$ cat src/rtl/bsg_link_rx_pkg.sv
// Shared constants and helpers for the DDR link receive channel.
// The credit-decimation value must match the upstream sender's credit counter.
package bsg_link_rx_pkg;

  localparam int unsigned CHANNEL_WIDTH_DEFAULT = 8;
  localparam int unsigned BEATS_DEFAULT         = 2;
  localparam int unsigned LG_FIFO_DEPTH_DEFAULT = 3;
  localparam int unsigned LG_CREDIT_DECIMATION  = 2;

  function automatic int unsigned word_width(input int unsigned channel_width,
                                             input int unsigned beats);
    return channel_width * beats;
  endfunction

  // Width of a counter spanning 0..n-1, never narrower than one bit.
  function automatic int unsigned idx_width(input int unsigned n);
    return (n > 1) ? $clog2(n) : 1;
  endfunction

endpackage

$ cat src/rtl/bsg_link_rx_word_fifo.sv
// Registered two-pointer word FIFO with occupancy count.
// A push while full is accepted only when a pop happens on the same edge.
module bsg_link_rx_word_fifo
  import bsg_link_rx_pkg::*;
#(
  parameter int unsigned width_p    = 16,
  parameter int unsigned lg_depth_p = LG_FIFO_DEPTH_DEFAULT
) (
  input  logic                clk_i,
  input  logic                rst_n_i,
  input  logic                i_w_v,
  input  logic [width_p-1:0]  i_w_data,
  input  logic                i_r_yumi,
  output logic [width_p-1:0]  o_r_data,
  output logic [lg_depth_p:0] o_count,
  output logic                o_full,
  output logic                o_empty
);

  localparam int unsigned DEPTH = 1 << lg_depth_p;

  logic [width_p-1:0]    r_mem [DEPTH];
  logic [lg_depth_p-1:0] r_wptr;
  logic [lg_depth_p-1:0] r_rptr;
  logic [lg_depth_p:0]   r_count;

  logic w_full;
  logic w_empty;
  logic w_pop;
  logic w_push;

  assign w_full  = (r_count == (lg_depth_p+1)'(DEPTH));
  assign w_empty = (r_count == '0);
  assign w_pop   = i_r_yumi & ~w_empty;
  assign w_push  = i_w_v & (~w_full | w_pop);

  always_ff @(posedge clk_i or negedge rst_n_i) begin
    if (!rst_n_i) begin
      for (int i = 0; i < int'(DEPTH); i++) r_mem[i] <= '0;
      r_wptr  <= '0;
      r_rptr  <= '0;
      r_count <= '0;
    end else begin
      if (w_push) begin
        r_mem[r_wptr] <= i_w_data;
        r_wptr        <= r_wptr + 1'b1;
      end
      if (w_pop) r_rptr <= r_rptr + 1'b1;
      if (w_push && !w_pop)      r_count <= r_count + 1'b1;
      else if (!w_push && w_pop) r_count <= r_count - 1'b1;
    end
  end

  // Head is read straight out of storage; it only moves on a pop.
  assign o_r_data = r_mem[r_rptr];
  assign o_count  = r_count;
  assign o_full   = w_full;
  assign o_empty  = w_empty;

endmodule

$ cat src/rtl/bsg_link_downstream_channel_rx.sv
// Receive side of one DDR link channel: assembles beats into words, buffers
// them, flags dropped words and returns credits by toggling token_clk_o.
module bsg_link_downstream_channel_rx
  import bsg_link_rx_pkg::*;
#(
  parameter int unsigned channel_width_p        = CHANNEL_WIDTH_DEFAULT,
  parameter int unsigned beats_p                = BEATS_DEFAULT,
  parameter int unsigned lg_fifo_depth_p        = LG_FIFO_DEPTH_DEFAULT,
  parameter int unsigned lg_credit_decimation_p = LG_CREDIT_DECIMATION
) (
  input  logic                                        io_clk_i,
  input  logic                                        io_link_reset_n_i,
  input  logic                                        phy_valid_i,
  input  logic [channel_width_p-1:0]                  phy_data_i,
  output logic                                        core_valid_o,
  output logic [word_width(channel_width_p,beats_p)-1:0] core_data_o,
  input  logic                                        core_ready_i,
  output logic                                        token_clk_o,
  output logic                                        overflow_o
);

  localparam int unsigned WORD_W = word_width(channel_width_p, beats_p);
  localparam int unsigned IDX_W  = idx_width(beats_p);
  localparam int unsigned CRED_W = (lg_credit_decimation_p > 0) ? lg_credit_decimation_p : 1;

  logic [IDX_W-1:0]  r_beat_idx;
  logic [WORD_W-1:0] r_hold;
  logic [CRED_W-1:0] r_credit;
  logic              r_token;
  logic              r_overflow;

  logic [WORD_W-1:0]      w_word;
  logic                   w_last;
  logic                   w_word_v;
  logic                   w_deq;
  logic                   w_credit_wrap;
  logic                   w_full;
  logic                   w_empty;
  logic [lg_fifo_depth_p:0] w_count;
  logic                   w_unused_count;

  assign w_last   = (r_beat_idx == IDX_W'(beats_p - 1));
  assign w_word_v = phy_valid_i & w_last;

  // Current beat merged over the held beats; only pushed on the last beat.
  always_comb begin
    w_word = r_hold;
    w_word[r_beat_idx*channel_width_p +: channel_width_p] = phy_data_i;
  end

  always_ff @(posedge io_clk_i or negedge io_link_reset_n_i) begin
    if (!io_link_reset_n_i) begin
      r_beat_idx <= '0;
      r_hold     <= '0;
    end else if (phy_valid_i) begin
      r_hold     <= w_word;
      r_beat_idx <= w_last ? '0 : r_beat_idx + 1'b1;
    end
  end

  bsg_link_rx_word_fifo #(
    .width_p    (WORD_W),
    .lg_depth_p (lg_fifo_depth_p)
  ) u_fifo (
    .clk_i    (io_clk_i),
    .rst_n_i  (io_link_reset_n_i),
    .i_w_v    (w_word_v),
    .i_w_data (w_word),
    .i_r_yumi (core_ready_i),
    .o_r_data (core_data_o),
    .o_count  (w_count),
    .o_full   (w_full),
    .o_empty  (w_empty)
  );

  assign w_unused_count = ^w_count;
  assign core_valid_o   = ~w_empty;
  assign w_deq          = core_valid_o & core_ready_i;

  // A full FIFO still takes the word if the head leaves on the same edge.
  always_ff @(posedge io_clk_i or negedge io_link_reset_n_i) begin
    if (!io_link_reset_n_i) r_overflow <= 1'b0;
    else if (w_word_v && w_full && !w_deq) r_overflow <= 1'b1;
  end

  assign w_credit_wrap = (lg_credit_decimation_p == 0) ? 1'b1 : (r_credit == '1);

  always_ff @(posedge io_clk_i or negedge io_link_reset_n_i) begin
    if (!io_link_reset_n_i) begin
      r_credit <= '0;
      r_token  <= 1'b0;
    end else if (w_deq) begin
      r_credit <= r_credit + 1'b1;
      if (w_credit_wrap) r_token <= ~r_token;
    end
  end

  assign token_clk_o = r_token;
  assign overflow_o  = r_overflow;

endmodule

$ cat config.mk
export PLATFORM = sky130hd
export DESIGN_NAME = bsg_link_downstream_channel_rx
export DESIGN_NICKNAME = d
export VERILOG_FILES = /design/src/rtl/bsg_link_rx_pkg.sv /design/src/rtl/bsg_link_rx_word_fifo.sv /design/src/rtl/bsg_link_downstream_channel_rx.sv
export SDC_FILE = /design/constraint.sdc
export NUM_CORES = 1
export LEC_CHECK = 0
export ABC_AREA = 1
export BUFFER_PORTS_ARGS = -buffer_cell sky130_fd_sc_hd__buf_4
export CAP_MARGIN = 5
export CORE_MARGIN = 2
export CORE_UTILIZATION = 50
export CTS_BUF_LIST = sky130_fd_sc_hd__clkbuf_16
export DETAILED_ROUTE_END_ITERATION = 10
export GPL_ROUTABILITY_DRIVEN = 0
export PLACE_DENSITY = 0.66
export SLEW_MARGIN = 20
export SYNTH_ARGS = -nofsm -noshare
export SYNTH_HDL_FRONTEND = slang
export SYNTH_SLANG_ARGS = --single-unit
$ cat constraint.sdc
create_clock -name io_clk_i -period 4.1 [get_ports io_clk_i]
set_input_delay 0.41 -clock io_clk_i [delete_from_list [all_inputs] [get_ports io_clk_i]]
set_output_delay 0.41 -clock io_clk_i [all_outputs]
set_load 0.1 [all_outputs]
# ---- Word-level counts from Yosys, hierarchy flattened
# Index checks and enable logic that the tools add are counted.
dict set report word_totals {
  register_bits 159
  out_inout_bits 19
  wordCells 59
  in_bits 12
}
dict set report op_classes {
  shifts 2
  order_cmp 3
  n_reduce_logical 10
  addsub 7
  eq_ne 2
  bitwise 9
  mux 10
}
# op count
set ops {}
lappend ops {{128-bit bitwise mux} 1}
lappend ops {{16-bit binary-select mux with 3-bit select} 1}
lappend ops {{16-bit demux with 3-bit select} 1}
lappend ops {{16-bit two-way mux} 3}
lappend ops {{4-bit negator with 34-bit output} 1}
lappend ops {{8-bit by 34-bit variable shift with 16-bit output, first input constant} 1}
lappend ops {{8-bit by 34-bit variable part select with 16-bit output} 1}
lappend ops {{16-bit bitwise mux} 1}
lappend ops {{4-bit greater-or-equal comparator, second input constant} 2}
lappend ops {{4-bit two-way mux} 2}
lappend ops {{3-bit inverter with 4-bit output} 2}
lappend ops {{3-bit by 1-bit adder with 3-bit output, second input constant} 2}
lappend ops {{1-bit logical AND} 5}
lappend ops {{4-bit by 1-bit adder with 4-bit output, second input constant} 1}
lappend ops {{4-bit == test, second input constant} 1}
lappend ops {{4-bit zero test} 1}
lappend ops {{4-bit by 1-bit less-than comparator with 1-bit output, second input constant} 1}
lappend ops {{4-bit by 1-bit subtractor with 4-bit output, second input constant} 1}
lappend ops {{1-bit bitwise AND} 3}
lappend ops {{1-bit inverter} 3}
lappend ops {{2-bit by 1-bit adder with 2-bit output, second input constant} 1}
lappend ops {{2-bit == test, second input constant} 1}
lappend ops {{1-bit zero test} 2}
lappend ops {{2-bit AND reduction} 1}
lappend ops {{other kinds (4)} 4}

# ---- Longest topological paths before layout
dict set report logic_depth {
  ltp_word 9
  depth_mapped 16
  mapped_depth_nobuf 14
}

# ---- By module
# Synthesis repeated with hierarchy kept, for this count alone.
dict set report unflattened {
  hier_cells 1108
  hier_area_um2 8541.9
}
# mod area_each_um2 cells_each n_inst seq_area_each_um2
set by_module_without_submodules {}
lappend by_module_without_submodules {bsg_link_rx_word_fifo 7448.4 963 1 3453.3}
lappend by_module_without_submodules {bsg_link_downstream_channel_rx 1093.5 145 1 525.5}

# ---- Least setup slack after synthesis
# OpenSTA, ideal clock, no wires.
dict set report synth_timing {
  path_kind {register to register}
  start {register u_fifo.r_count[1] (netlist: u_fifo.o_count[1])}
  end {register u_fifo.r_count[3] (netlist: u_fifo.o_count[3])}
  setup_slack_ps 1381
  required_time_ps 3984
  path_stages_with_launch 12
  synth_period_minus_slack_ps 2719
  arrival_ps 2602
  n_path_buf 0
  setup_ps 116
  path_cell_list {dfrtp_1 nor2_1 nand2_1 nand2_1 ha_1 inv_1 ha_1 or2_2 nand3_1 nand2_1 nand2_1 nand2_1}
}
dict set report synth_between {
  elab_chain_cells 8
  word_cells_on_any_way 16
  cone_classes {add/sub (2); eq/ne (1); mux (2); bitwise (5); reduce/logical (6)}
}
# item line_no
set synth_lines {}
lappend synth_lines {{from (decl)} bsg_link_rx_word_fifo.sv:25} ;# logic [lg_depth_p:0] r_count;
lappend synth_lines {{from (signal assigned)} bsg_link_rx_word_fifo.sv:49} ;# if (w_push && !w_pop) r_count <= r_count + 1'b1;
lappend synth_lines {{from (signal assigned)} bsg_link_rx_word_fifo.sv:50} ;# else if (!w_push && w_pop) r_count <= r_count - 1'b1;
lappend synth_lines {{4-bit zero test *} bsg_link_rx_word_fifo.sv:33} ;# assign w_empty = (r_count == '0);
lappend synth_lines {{1-bit inverter *} n/a}
lappend synth_lines {{net core_valid_o} bsg_link_downstream_channel_rx.sv:15} ;# output logic core_valid_o,
lappend synth_lines {{1-bit bitwise AND *} bsg_link_rx_word_fifo.sv:34} ;# assign w_pop = i_r_yumi & ~w_empty;
lappend synth_lines {{1-bit OR} bsg_link_rx_word_fifo.sv:35} ;# assign w_push = i_w_v & (~w_full | w_pop);
lappend synth_lines {{1-bit bitwise AND} bsg_link_rx_word_fifo.sv:35}
lappend synth_lines {{1-bit zero test} bsg_link_rx_word_fifo.sv:50}
lappend synth_lines {{1-bit logical AND} bsg_link_rx_word_fifo.sv:50}
lappend synth_lines {{2-bit nonzero test (no line)} n/a}
# Mark *: on every way through the listed nets, which the timed path passes. The rest lies on a longest branch. The select of a mux whose other input is x is not followed.
# A chain may end at the register's enable or synchronous reset.

# ---- Worst setup path after layout
dict set report layout_timing {
  start {register u_fifo.r_rptr[1]}
  end {output port core_data_o[7]}
}
dict set report layout_between {
  elab_chain_cells 4
}
# item line_no
set layout_lines {}
lappend layout_lines {{from (decl)} bsg_link_rx_word_fifo.sv:24} ;# logic [lg_depth_p-1:0] r_rptr;
lappend layout_lines {{from (signal assigned)} bsg_link_rx_word_fifo.sv:48} ;# if (w_pop) r_rptr <= r_rptr + 1'b1;
lappend layout_lines {{3-bit inverter with 4-bit output (implied by the code)} bsg_link_rx_word_fifo.sv:55} ;# assign o_r_data = r_mem[r_rptr];
lappend layout_lines {{16-bit binary-select mux with 3-bit select} bsg_link_rx_word_fifo.sv:55}
lappend layout_lines {{16-bit two-way mux (implied by the code) (2 in a row)} bsg_link_rx_word_fifo.sv:55}
lappend layout_lines {{to (decl)} bsg_link_downstream_channel_rx.sv:16} ;# output logic [word_width(channel_width_p,beats_p)-1:0] core_data_o,
# Every way passes these cells. The select of a mux whose other input is x is not followed.

==> flow_metrics.py <==
metrics = {
    "synthesis": {
        "synth_top_area_cell": "dfrtp_1",
        "synthCells": 1058,
        "ys_ff_latch": 159,
        "synth.net_count": 1077,
        "avgSynthCellArea_um2": 7.86,
        "synth_area_mm2": 0.00831,
        "synth_top_area_share_pct": 47.9,
        "ys_types": 31,
        "synthTopCellsByArea": "dfrtp_1 48%, nand2_1 20%, nand4_1 9.6%",
        "yosysWarningCount": 0,
        "ys_seq_area_share_pct": 47.9,
    },
    "route": {
        "avgViaCountPerCell": 5.63,
        "first_iter_violations": 769,
        "dr.pass1.iters": 5,
        "drc": 0,
        "wl_per_cell_um": 17.5,
        "vias": 7218,
        "antenna_left": 0,
        "drt-total-wl_um": 22500,
    },
    "layout": {
        "syn_to_final_growth_pct": 8.19,
        "finalNetCount": 1068,
        "final_common_cell": "nand2_1",
        "fin_cells": 1282,
        "fillers": 1600,
        "fin_area_mm2": 0.00899,
        "drive_above_1_share_pct": 11.1,
        "final_cell_mix": "444 x nand2_1, 158 x dfrtp_1, 128 x nand4_1",
        "n_antenna_cell": 0,
    },
    "critical_path": {
        "path_class": "reg2out",
        "rrSetupSlack_ps": 1270,
        "crit_arrival_ps": 2420,
        "startpoint_type": "register",
        "reg2reg_depth": 13,
        "reg2reg_from": "r_beat_idx",
        "crit_required_ps": 3690,
        "r2r-end": "u_fifo.o_count[3]",
        "end_kind": "output port",
        "critPathMaxFanout": 34,
    },
    "grt": {
        "grt_max_degree": 82,
        "grt_use_total_pct": 26.8,
        "first_global_vias": 6786,
        "grt_overflow": 0,
        "grt_pass1_wl_um": 36900,
        "grt_antenna_before_repair": 0,
    },
    "timing": {
        "slew_violations": 0,
        "slew_headroom_pct": 40.1,
        "finClkSkew_ps": 6.12,
        "fin_crit_sh_pct": 69.1,
        "setup_viol": 0,
        "rsz0062_at_grt": "false",
        "finalSetupTns_ps": 0,
        "worst_pin_slew_ps": 892,
        "hold_viol": 0,
        "max_freq_mhz": 353,
        "period_needed_ps": 2830,
        "fin_hold_ws_ps": 2.79,
    },
    "floorplanning": {
        "die_w_um": 133,
        "boundaryPins": 31,
        "core_mm2": 0.0164,
        "dieArea_mm2": 0.0177,
        "die_y_um": 133,
        "start_util_pct": 50.7,
        "row_count": 47,
    },
    "placed_design": {
        "dpl.cell_count": 1250,
        "dpl-instance-area_mm2": 0.00848,
        "hpwl_um": 13400,
        "portBuffers": 30,
    },
    "min_path": {
        "hp-class": "in2async",
    },
    "clocking": {
        "cts_buffers": 17,
        "clockBufferDepth": 2,
        "cts_tree": "done",
        "post_cts_buffers": 0,
        "cts_sinks": 159,
        "htree_levels": 4,
        "cts.clk_slew.worst_paths_ps": 60,
        "root_buffer": "clkbuf_16",
        "clkLatencyLatePin_ps": 430,
        "cts_resized": 0,
        "ctsHoldBuffers": 0,
    },
    "power": {
        "power_density_mw_per_mm2": 918,
        "p_total_mw": 8.25,
        "leakage_nw": 4.68,
        "vdd_drop_max_v": 0.00101,
    },
    "run": {
        "cap_violations": 0,
    },
    "outcome": {
        "status": "finished, final reports clean",
    },
}
==> routing by layer <==
metal / track usage (%) / part of all wire (%) / up-vias
li1: - / - / 3473
met2: 41.3 / 46 / 229
met3: 5.52 / 5.8 / 26
met4: 7.47 / 1.6 / 0
met5: 0 / 0 / -
met1: 38.5 / 47 / 3490
==> critical path, stage by stage, from the launching register on <==
cell	delay, ps
dfrtp_1	360
buf_4	270
inv_1	100
buf_4	370
o21ai_0	150
o21ai_1	220
nand2_1	100
nand2_1	110
buf_4	300
==> cell usage after synthesis, drive strengths merged <==
library cell  number
nor2              94
fa                 1
nand4            128
inv               28
o21bai             1
xor2               2
clkbuf            13
xnor2              4
dfrtp            159
nand3b             1
clkinv             1
nand2            445
or2                1
nand3             11
ha                 6
mux2               8
o21ai             91
buf               64
==> flip-flops by register name, summed over array words and instances (netlist names) <==
| signal | flops |
|---|---|
| u_fifo.o_count | 4 |
| token_clk_o | 1 |
| r_hold | 16 |
| u_fifo.r_rptr | 3 |
| r_credit | 2 |
| u_fifo.r_wptr | 3 |
| u_fifo.r_mem | 128 |
| r_beat_idx | 1 |
| overflow_o | 1 |
==> worst max path at each step <==
stage / startpoint / endpoint / depth (start not counted) / slack [ps]
floorplan: u_fifo.o_count[1] / u_fifo.o_count[3] / 11 / 1380
global placement: r_beat_idx / u_fifo.o_count[3] / 13 / 1340
detailed placement: r_beat_idx / u_fifo.o_count[3] / 13 / 1290
CTS: u_fifo.r_rptr[1] / core_data_o[2] / 8 / 1270
global route: r_beat_idx / u_fifo.o_count[3] / 13 / 1020
finish: u_fifo.r_rptr[1] / core_data_o[7] / 8 / 1270
==> cell type report <==
type | count | area [um^2] | share of cell area [%]
multi-input cells | 793 | 3740 | 41.6
repair buffers | 49 | 372 | 4.13
clock inverters | 15 | 88.8 | 0.988
inverters | 29 | 111 | 1.24
well taps | 220 | 275 | 3.06
flip-flops and latches | 159 | 3980 | 44.3
clock buffers | 17 | 425 | 4.73
==> where the power goes <==
part	switching (mW)	internal [mW]	total (mW)
registers	0.372	2.22	2.59
clock network	0.616	0.807	1.42
logic	3.20	1.04	4.24
==> kinds of logic (layout without fill, tap and decap cells) <==
group           Yosys count  count (layout)  share of synthesized area, %
xor+xnor                  6               6                         0.632
buf+inv                 106             110                          7.22
compound gates           92              92                          6.20
fa+ha+maj                 7               7                          1.14
flops                   159             159                          47.9
simple gates            680             680                          35.9
mux                       8               8                          1.08
==> stage by stage <==
stage          util (%)  worst slack (ps)
2_1_floorplan         -              1380
3_3_place_gp       51.7              1340
3_5_place_dp       51.7              1290
4_1_cts            54.8              1270
5_1_grt            54.8              1020
6_report           54.8              1270
No activity file was read; power rests on OpenSTA's default activity.
